<file path="src/rtl/uart_link_ctrl.sv">
// uart_link_ctrl: glue between a UART Receiver/Transmitter pair and host logic.
// RX bytes are synchronised, queued in a small FWFT FIFO and optionally echoed;
// host writes and echo bytes share the Transmitter under round-robin arbitration,
// with a watchdog on the Transmitter's busy acknowledgement.
module uart_link_ctrl #(
  parameter int DEPTH        = 4,
  parameter int BUSY_TIMEOUT = 64
) (
  input  logic                     clk,
  input  logic                     reset,
  input  logic [7:0]               RX_DATA,
  input  logic                     RX_STATUS,
  input  logic                     TX_STATUS,
  output logic                     TX_EN,
  output logic [7:0]               TX_DATA,
  input  logic                     echo_en,
  input  logic                     host_rd,
  output logic [7:0]               host_rd_data,
  output logic [$clog2(DEPTH):0]   rx_count,
  input  logic                     host_wr,
  input  logic [7:0]               host_wr_data,
  output logic                     host_wr_busy,
  output logic                     rx_overrun,
  output logic                     echo_drop,
  output logic                     tx_timeout,
  input  logic                     err_clr
);

  localparam int AW = $clog2(DEPTH);
  localparam int TW = $clog2(BUSY_TIMEOUT + 1);

  typedef enum logic [1:0] {IDLE, START, WAIT_BUSY, WAIT_DONE} state_t;

  state_t          state, state_n;
  logic            rx_s1, rx_s2, rx_s3;
  logic [7:0]      rx_byte;
  logic [7:0]      mem [DEPTH];
  logic [AW-1:0]   wr_ptr, rd_ptr;
  logic            rx_push, rx_pop, fifo_full, push_ok, overrun_set;
  logic            echo_valid, echo_drop_set, echo_load;
  logic [7:0]      echo_byte;
  logic [7:0]      host_byte;
  logic            host_load;
  logic            grant_host, grant_echo, prefer_echo;
  logic            timer_clr, timer_inc, timeout_set;
  logic [TW-1:0]   timer;

  assign rx_push       = rx_s2 & ~rx_s3;
  assign fifo_full     = (rx_count == (AW+1)'(DEPTH));
  assign rx_pop        = host_rd & (rx_count != '0);
  assign push_ok       = rx_push & (~fifo_full | rx_pop);
  assign overrun_set   = rx_push & fifo_full & ~rx_pop;
  assign echo_load     = push_ok & echo_en & ~echo_valid;
  assign echo_drop_set = push_ok & echo_en & echo_valid;
  assign host_load     = host_wr & ~host_wr_busy;
  assign host_rd_data  = mem[rd_ptr];

  // RX_STATUS synchroniser and edge detector; byte captured on the first synced cycle
  always_ff @(posedge clk or negedge reset) begin
    if (!reset) begin
      rx_s1   <= 1'b0;
      rx_s2   <= 1'b0;
      rx_s3   <= 1'b0;
      rx_byte <= '0;
    end else begin
      rx_s1 <= RX_STATUS;
      rx_s2 <= rx_s1;
      rx_s3 <= rx_s2;
      if (rx_s1 && !rx_s2) rx_byte <= RX_DATA;
    end
  end

  // RX FIFO storage, pointers and occupancy
  always_ff @(posedge clk or negedge reset) begin
    if (!reset) begin
      for (int unsigned i = 0; i < DEPTH; i++) mem[i] <= '0;
      wr_ptr   <= '0;
      rd_ptr   <= '0;
      rx_count <= '0;
    end else begin
      if (push_ok) begin
        mem[wr_ptr] <= rx_byte;
        wr_ptr      <= wr_ptr + AW'(1);
      end
      if (rx_pop) rd_ptr <= rd_ptr + AW'(1);
      unique case ({push_ok, rx_pop})
        2'b10:   rx_count <= rx_count + 1'b1;
        2'b01:   rx_count <= rx_count - 1'b1;
        default: rx_count <= rx_count;
      endcase
    end
  end

  // Echo and host holding registers; freed at grant, reloadable while a send is in flight
  always_ff @(posedge clk or negedge reset) begin
    if (!reset) begin
      echo_valid   <= 1'b0;
      echo_byte    <= '0;
      host_wr_busy <= 1'b0;
      host_byte    <= '0;
    end else begin
      if (grant_echo) echo_valid <= 1'b0;
      if (echo_load) begin
        echo_valid <= 1'b1;
        echo_byte  <= rx_byte;
      end
      if (grant_host) host_wr_busy <= 1'b0;
      if (host_load) begin
        host_wr_busy <= 1'b1;
        host_byte    <= host_wr_data;
      end
    end
  end

  // TX state register, arbitration pointer, busy timer and outgoing byte
  always_ff @(posedge clk or negedge reset) begin
    if (!reset) begin
      state       <= IDLE;
      prefer_echo <= 1'b0;
      timer       <= '0;
      TX_DATA     <= '0;
    end else begin
      state <= state_n;
      // Pointer only moves on contested grants, so an uncontested grant does not
      // cost the other source its turn at the next tie.
      if ((grant_host || grant_echo) && host_wr_busy && echo_valid)
        prefer_echo <= grant_host;
      if (timer_clr)      timer <= '0;
      else if (timer_inc) timer <= timer + 1'b1;
      if (grant_host)      TX_DATA <= host_byte;
      else if (grant_echo) TX_DATA <= echo_byte;
    end
  end

  // TX next-state, grant selection and start pulse
  always_comb begin
    state_n     = state;
    TX_EN       = 1'b0;
    grant_host  = 1'b0;
    grant_echo  = 1'b0;
    timer_clr   = 1'b0;
    timer_inc   = 1'b0;
    timeout_set = 1'b0;
    unique case (state)
      IDLE: begin
        if (TX_STATUS && (host_wr_busy || echo_valid)) begin
          state_n = START;
          if (host_wr_busy && echo_valid) begin
            grant_echo = prefer_echo;
            grant_host = ~prefer_echo;
          end else begin
            grant_host = host_wr_busy;
            grant_echo = ~host_wr_busy;
          end
        end
      end
      START: begin
        TX_EN     = 1'b1;
        timer_clr = 1'b1;
        state_n   = WAIT_BUSY;
      end
      WAIT_BUSY: begin
        if (!TX_STATUS) begin
          state_n = WAIT_DONE;
        end else if (timer == TW'(BUSY_TIMEOUT - 1)) begin
          timeout_set = 1'b1;
          state_n     = IDLE;
        end else begin
          timer_inc = 1'b1;
        end
      end
      WAIT_DONE: begin
        if (TX_STATUS) state_n = IDLE;
      end
      default: state_n = IDLE;
    endcase
  end

  // Sticky error flags; a new error outranks a simultaneous clear
  always_ff @(posedge clk or negedge reset) begin
    if (!reset) begin
      rx_overrun <= 1'b0;
      echo_drop  <= 1'b0;
      tx_timeout <= 1'b0;
    end else begin
      rx_overrun <= overrun_set   | (rx_overrun & ~err_clr);
      echo_drop  <= echo_drop_set | (echo_drop  & ~err_clr);
      tx_timeout <= timeout_set   | (tx_timeout & ~err_clr);
    end
  end

endmodule
</file>
<file path="config.mk">
export PLATFORM = sky130hd
export DESIGN_NAME = uart_link_ctrl
export DESIGN_NICKNAME = d
export VERILOG_FILES = /design/src/rtl/uart_link_ctrl.sv
export SDC_FILE = /design/constraint.sdc
export NUM_CORES = 1
export LEC_CHECK = 0
export BUFFER_PORTS_ARGS = -buffer_cell sky130_fd_sc_hd__buf_2
export CORE_MARGIN = 5
export CORE_UTILIZATION = 30
export DETAILED_ROUTE_END_ITERATION = 8
export PLACE_DENSITY_LB_ADDON = 0.12
export SYNTH_ARGS = -nofsm -noshare
export SYNTH_HDL_FRONTEND = slang
export SYNTH_SLANG_ARGS = --single-unit
</file>
<file path="constraint.sdc">
create_clock -name clk -period 2.63 [get_ports clk]
set_clock_uncertainty 0.15 [all_clocks]
set_input_delay 0.263 -clock clk [delete_from_list [all_inputs] [get_ports clk]]
set_output_delay 0.263 -clock clk [all_outputs]
set_load 0.01 [all_outputs]
</file>
Yosys cells after proc, flatten, opt, wreduce, memory -nomap -nowiden
Cells that the tools add are included.
Widths: inputs -> output; s select.
Cells by class
  bitwise logic cells: 25
  reduce and logical (&&, ||, !) cells: 17
  order comparisons: 3
  $add $sub $neg: 5
  equal/unequal tests: 10
  muxes and demuxes: 33
Operators by type and width (count)
  $mux 8: 5
  $bwmux 32: 1
  $mux 1: 17
  $bmux 8 s2: 1
  $demux 8 s2: 1
  $mux 7: 2
  $and 1x1->1: 12
  $reduce_bool 2->1: 5
  $mux 2: 4
  $pmux 2 s4: 1
  $add 7x1->7 const B: 1
  $eq 7x6->1 const B: 1
  $not 1->1: 7
  $eq 2x2->1 const B: 3
  $ge 3x3->1 const B: 2
  $logic_and 1x1->1: 6
  $not 2->3: 2
  $pmux 3 s2: 1
  $add 2x1->2 const B: 2
  $eq 2x1->1 const B: 2
  $ne 2x2->1 const B: 2
  $or 1x1->1: 4
  $add 3x1->3 const B: 1
  $eq 3x3->1 const B: 1
  8 further kinds: 9
Storage, ports and cells
  input bits: 24
  flip-flop bits (word level): 89
  logic and storage cells: 115

Depth between registers and ports, before layout
  word-level depth: 7
  depth in mapped cells: 7
  mapped depth without buffers: 6

Worst setup path before layout
No wires, ideal clock.
  kind: flip-flop to flip-flop
  from: reg rx_count[1]
  to: reg mem[0] in the netlist's numbering
  stages on the path, launching flop included: 6
  path buffers: 1
  arrival: 1720 ps
  slack: 635 ps
  cells stage by stage: dfrtp_1 -> or4b_4 -> and2_4 -> buf_12 -> nand2_8 -> mux2_4
Between the ends
  word-level cells in the longest chain between the ends: 4
  elaborated cells on any way between the ends: 6
Ends and longest elaborated chain
  from (decl): RTL line 19  | output logic [$clog2(DEPTH):0] rx_count,
  from (signal assigned): RTL line 87  | 2'b10: rx_count <= rx_count + 1'b1;
  from (signal assigned): RTL line 88  | 2'b01: rx_count <= rx_count - 1'b1;
  from (signal assigned): RTL line 89  | default: rx_count <= rx_count;
  $reduce_bool 3->1 / $eq 3x3->1 (equally long branches): RTL line 50, 49
  $and 1x1->1 / $not 1->1 (equally long branches): RTL line 50, 51
  $or 1x1->1 *: RTL line 51  | assign push_ok = rx_push & (~fifo_full | rx_pop);
  $and 1x1->1 *: RTL line 51
  to (signal, indexed assignment): RTL line 82  | mem[wr_ptr] <= rx_byte;
  to (decl): RTL line 37  | logic [7:0] mem [DEPTH];
Mark *: on every way between the ends. The rest lies on a longest branch, timed or not.
A chain may end at the register's enable or synchronous reset.

Worst setup path after layout
  from: reg rd_ptr[0]
  to: out host_rd_data[3]
Between the ends
  word-level cells in the longest chain between the ends: 4
Ends and longest elaborated chain
  from (decl): RTL line 38  | logic [AW-1:0] wr_ptr, rd_ptr;
  from (signal assigned): RTL line 85  | if (rx_pop) rd_ptr <= rd_ptr + AW'(1);
  $not 2->3 (implied by the code): RTL line 56  | assign host_rd_data = mem[rd_ptr];
  $bmux 8 s2: RTL line 56
  $mux 8 (implied by the code) (2 in a row): RTL line 56
  to (decl): RTL line 18  | output logic [7:0] host_rd_data,
No other way between the ends. The select of a mux whose other input is x is not followed.

==> results by group <==
Drt
  – Routed vias: 2481
  – Top sig layer: met4
  – M1 WL: 4.26 mm
  – Drt total wl: 8.96 mm
  – Drt pass-1 iters: 4
  – Wirelength per Cell: 16.8 um
  – Vias per cell: 4.65
  – DRC Markers: 0
  – DRT antenna net count: 0
  – Drt initial violations: 154
  – Met2 wire length: about 4.2 mm
  – WL met3: between 400 and 500 um

Synth
  – Post-synth EDFFs: 0
  – Synth Area in Compound Gates: 0.0630
  – Ys async rst share: 1.00
  – Most frequent cells after synthesis: dfrtp_1, mux2_4, mux2_2
  – Synth Flop Type: dfrtp_1
  – Largest cells by area after synthesis: dfrtp_1, mux2_4, mux2_2, mux4_2, mux2i_1
  – Post-synthesis adder-cell area fraction: 0.0202
  – Synth Area per Inst: ~14 um^2
  – Syn Inst Count: 289
  – Post-Syn Area: 4090 um^2
  – Top-count cell post-synth: dfrtp_1
  – Post-synth top area share: 0.545
  – Syn_nets: about 320
  – Main combinational cell family by area after synthesis: multiplexers
  – Post-synthesis mux area share: 0.247
  – Synth Register Bits: 89
  – Yosys Warn Count: 0
  – Synth area leader: dfrtp_1
  – Yosys cell types: 49
  – Simple-gate share of the synthesized area: 0.0853
  – Xor and xnor area share after synthesis: 0.0150
  – Sequential area share after synthesis: 0.545

Clocking
  – Clk_lat worst skew: 0.33 ns
  – Root buf cell: clkbuf_16
  – CTS tree: built
  – Clock buffer depth: 2
  – Worst-path clk slew: approximately 0.060 ns
  – # H-tree levels: 3
  – Clock tree sinks: 89
  – CTS Buf Count: 9

Setup path
  – Crit path cell chain: mux4_2 -> buf_2
  – Data arrival time of the critical path: 1.84 ns
  – CP max stage cell: dfrtp_1
  – CP peak stage delay: between 0.7 and 0.8 ns
  – Req. time, crit path: 2.22 ns
  – Critical Setup Path Class: flip-flop to output pin
  – Kind of end point of the critical path: output pin
  – Number of buffers and inverters on the critical path: 1
  – CP max FO: 10
  – Largest delay contributor family on the critical path: flip-flops
  – Worst setup SP type: flip-flop

STA
  – Final WS setup: 0.374 ns
  – # setup viols final: 0
  – Slew Limit Fails: 0
  – RSZ-0062 raised after global routing: false
  – Setup TNS: 0 ns
  – Final Hold Viols: 0
  – Fin crit period: 2.26 ns
  – Period utilization: 0.858
  – Worst slew pin tran: about 0.65 ns
  – Hold Worst Slack: 0.0165 ns
  – Slew Limit Headroom: 0.566
  – Fmax: 443 MHz

Final layout
  – NumNets Final: 383
  – Non-Filler Instances: approximately 530
  – Ant. Diodes: 0
  – FILL cells: approximately 1300
  – Util after Layout: 0.372
  – Fin area: 4950 um^2
  – Layout Area Growth over Synthesis: 21.0%
  – Layout cells sized above 1: 0.388

Pwr
  – VDD IR max: 0.377 mV
  – Reg power frac: 0.433
  – Switching Fraction: 0.324
  – Power Density: 1160 nW/um^2
  – NetSw: about 1.9 mW
  – Leak: 2.28 nW
  – Cell-internal power: 3.87 mW
  – Total Power: around 5.7 mW
  – Clock group share of total power: 0.220
  – Logic pwr share: 0.347

Place
  – Place WS: a little under 0.6 ns
  – HPWL after DPL: 6.34 mm
  – Placed insts: between 500 and 600
  – Placed inst area: 4540 um^2
  – Buffers added on ports: between 40 and 50
  – Global placer's final weighted congestion: 0.775

Floorplan
  – Die width: 127 um
  – Core Area: 13300 um^2
  – Starting Density: 0.308
  – Row Count: 42
  – Die Area: 16100 um^2
  – Die Y: between 100 and 150 um
  – IO Count: 48

Global routing
  – First-pass GRT wire length: 15.4 mm
  – GRT overflow: 0
  – Total Routing Usage GR: 0.121
  – Vias in the first global route: 2824
  – Largest net degree at the start of global routing: 40
  – Initial antenna violation count: 0

Flow run
  – Number of max-cap violations: 0

Min path
  – Hold crit path type: input port to flip-flop

Outcome
  – Status: finished, final reports clean
-- area by class of cell --
class                   count  area [um^2]  area share
clock buffers              11          233      0.0470
multi-input cells         178         1760       0.356
clock inverters             5         56.3      0.0114
inverters                  11         41.3     0.00835
well taps                 176          220      0.0445
flip-flops and latches     89         2230       0.450
repair buffers             64          408      0.0824
-- worst register-to-register path, cell delays in order (launching register included) --
cell and delay [ns]:
dfrtp_1 0.45, o31a_2 0.40, nand2_1 0.09, fa_1 0.44, a21oi_1 0.14, o211ai_1 0.10, a22oi_1 0.19
-- state kept, by name, indices dropped and copies added, names as in the netlist, 2 cells and up --
register	flops
TX_DATA	8
echo_byte	8
host_byte	8
mem	32
rd_ptr	2
rx_byte	8
rx_count	3
state	2
timer	7
wr_ptr	2
-- power by group through the flow --
stage / clock network (mW) / registers [mW] / logic (mW)
after floorplan: 0 / 2.28 / 1.60
after global placement: 0 / 2.50 / 2.00
after detailed placement: 0 / 2.51 / 2.02
after CTS: 1.31 / 2.49 / 2.04
after global routing: 1.37 / 2.58 / 2.20
final: 1.26 / 2.48 / 1.99
-- cells in the final DEF, fill, tap and decap left out, types with 2 or more instances in the layout --
cell and n:
ha_1 5, dlygate4sd3_1 12, nor2b_1 3, nand2_8 4
mux2_4 32, mux2i_1 8, o22ai_1 2, nand3_1 7
nor2_1 3, nor4b_1 2, a22o_1 2, nand2_1 15
inv_1 11, xnor2_1 6, mux4_2 8, a21oi_1 3
buf_2 46, clkbuf_1 2, clkbuf_16 9, clkinv_2 2
a31oi_1 4, nor3_1 3, nand4_1 2, o21ai_0 16
dfrtp_1 89, nand2b_1 3, mux2_2 24, or3_1 2
a311oi_1 2, buf_4 5
-- logic make-up after synthesis --
kind of cell    count (synthesis)
flops                          89
simple gates                   53
compound gates                 40
fa+ha+maj                       6
mux                            72
xor+xnor                        7
buf+inv                        22
-- per-layer routing --
layer	vias to the layer above	global-route usage
met5	-	0
met2	59	0.188
met4	0	0.0315
li1	1173	-
met1	1242	0.162
met3	7	0.0425
-- worst paths after layout --
| kind | start | endpoint | slack (ns) | cells after the start |
|---|---|---|---|---|
| max | rd_ptr[0] | host_rd_data[3] | 0.37 | 2 |
| min | host_wr_data[4] | host_byte[4] | 0.02 | 2 |
| max reg2reg | rx_count[1] | rx_count[1] | 0.59 | 6 |
| min reg2reg | rx_s1 | rx_s2 | 0.22 | 0 |
| max in group asynchronous | reset | timer[6] | 1.42 | 3 |
| min in group asynchronous | reset | mem[31] | 0.28 | 2 |
-- what timing repair did --
action	4_1_cts	5_1_grt
hold endpoints to repair	45	0
hold buffers	12	0
gates resized for setup	0	0
buffers inserted	0	0
(Power assumes the default switching activity.)
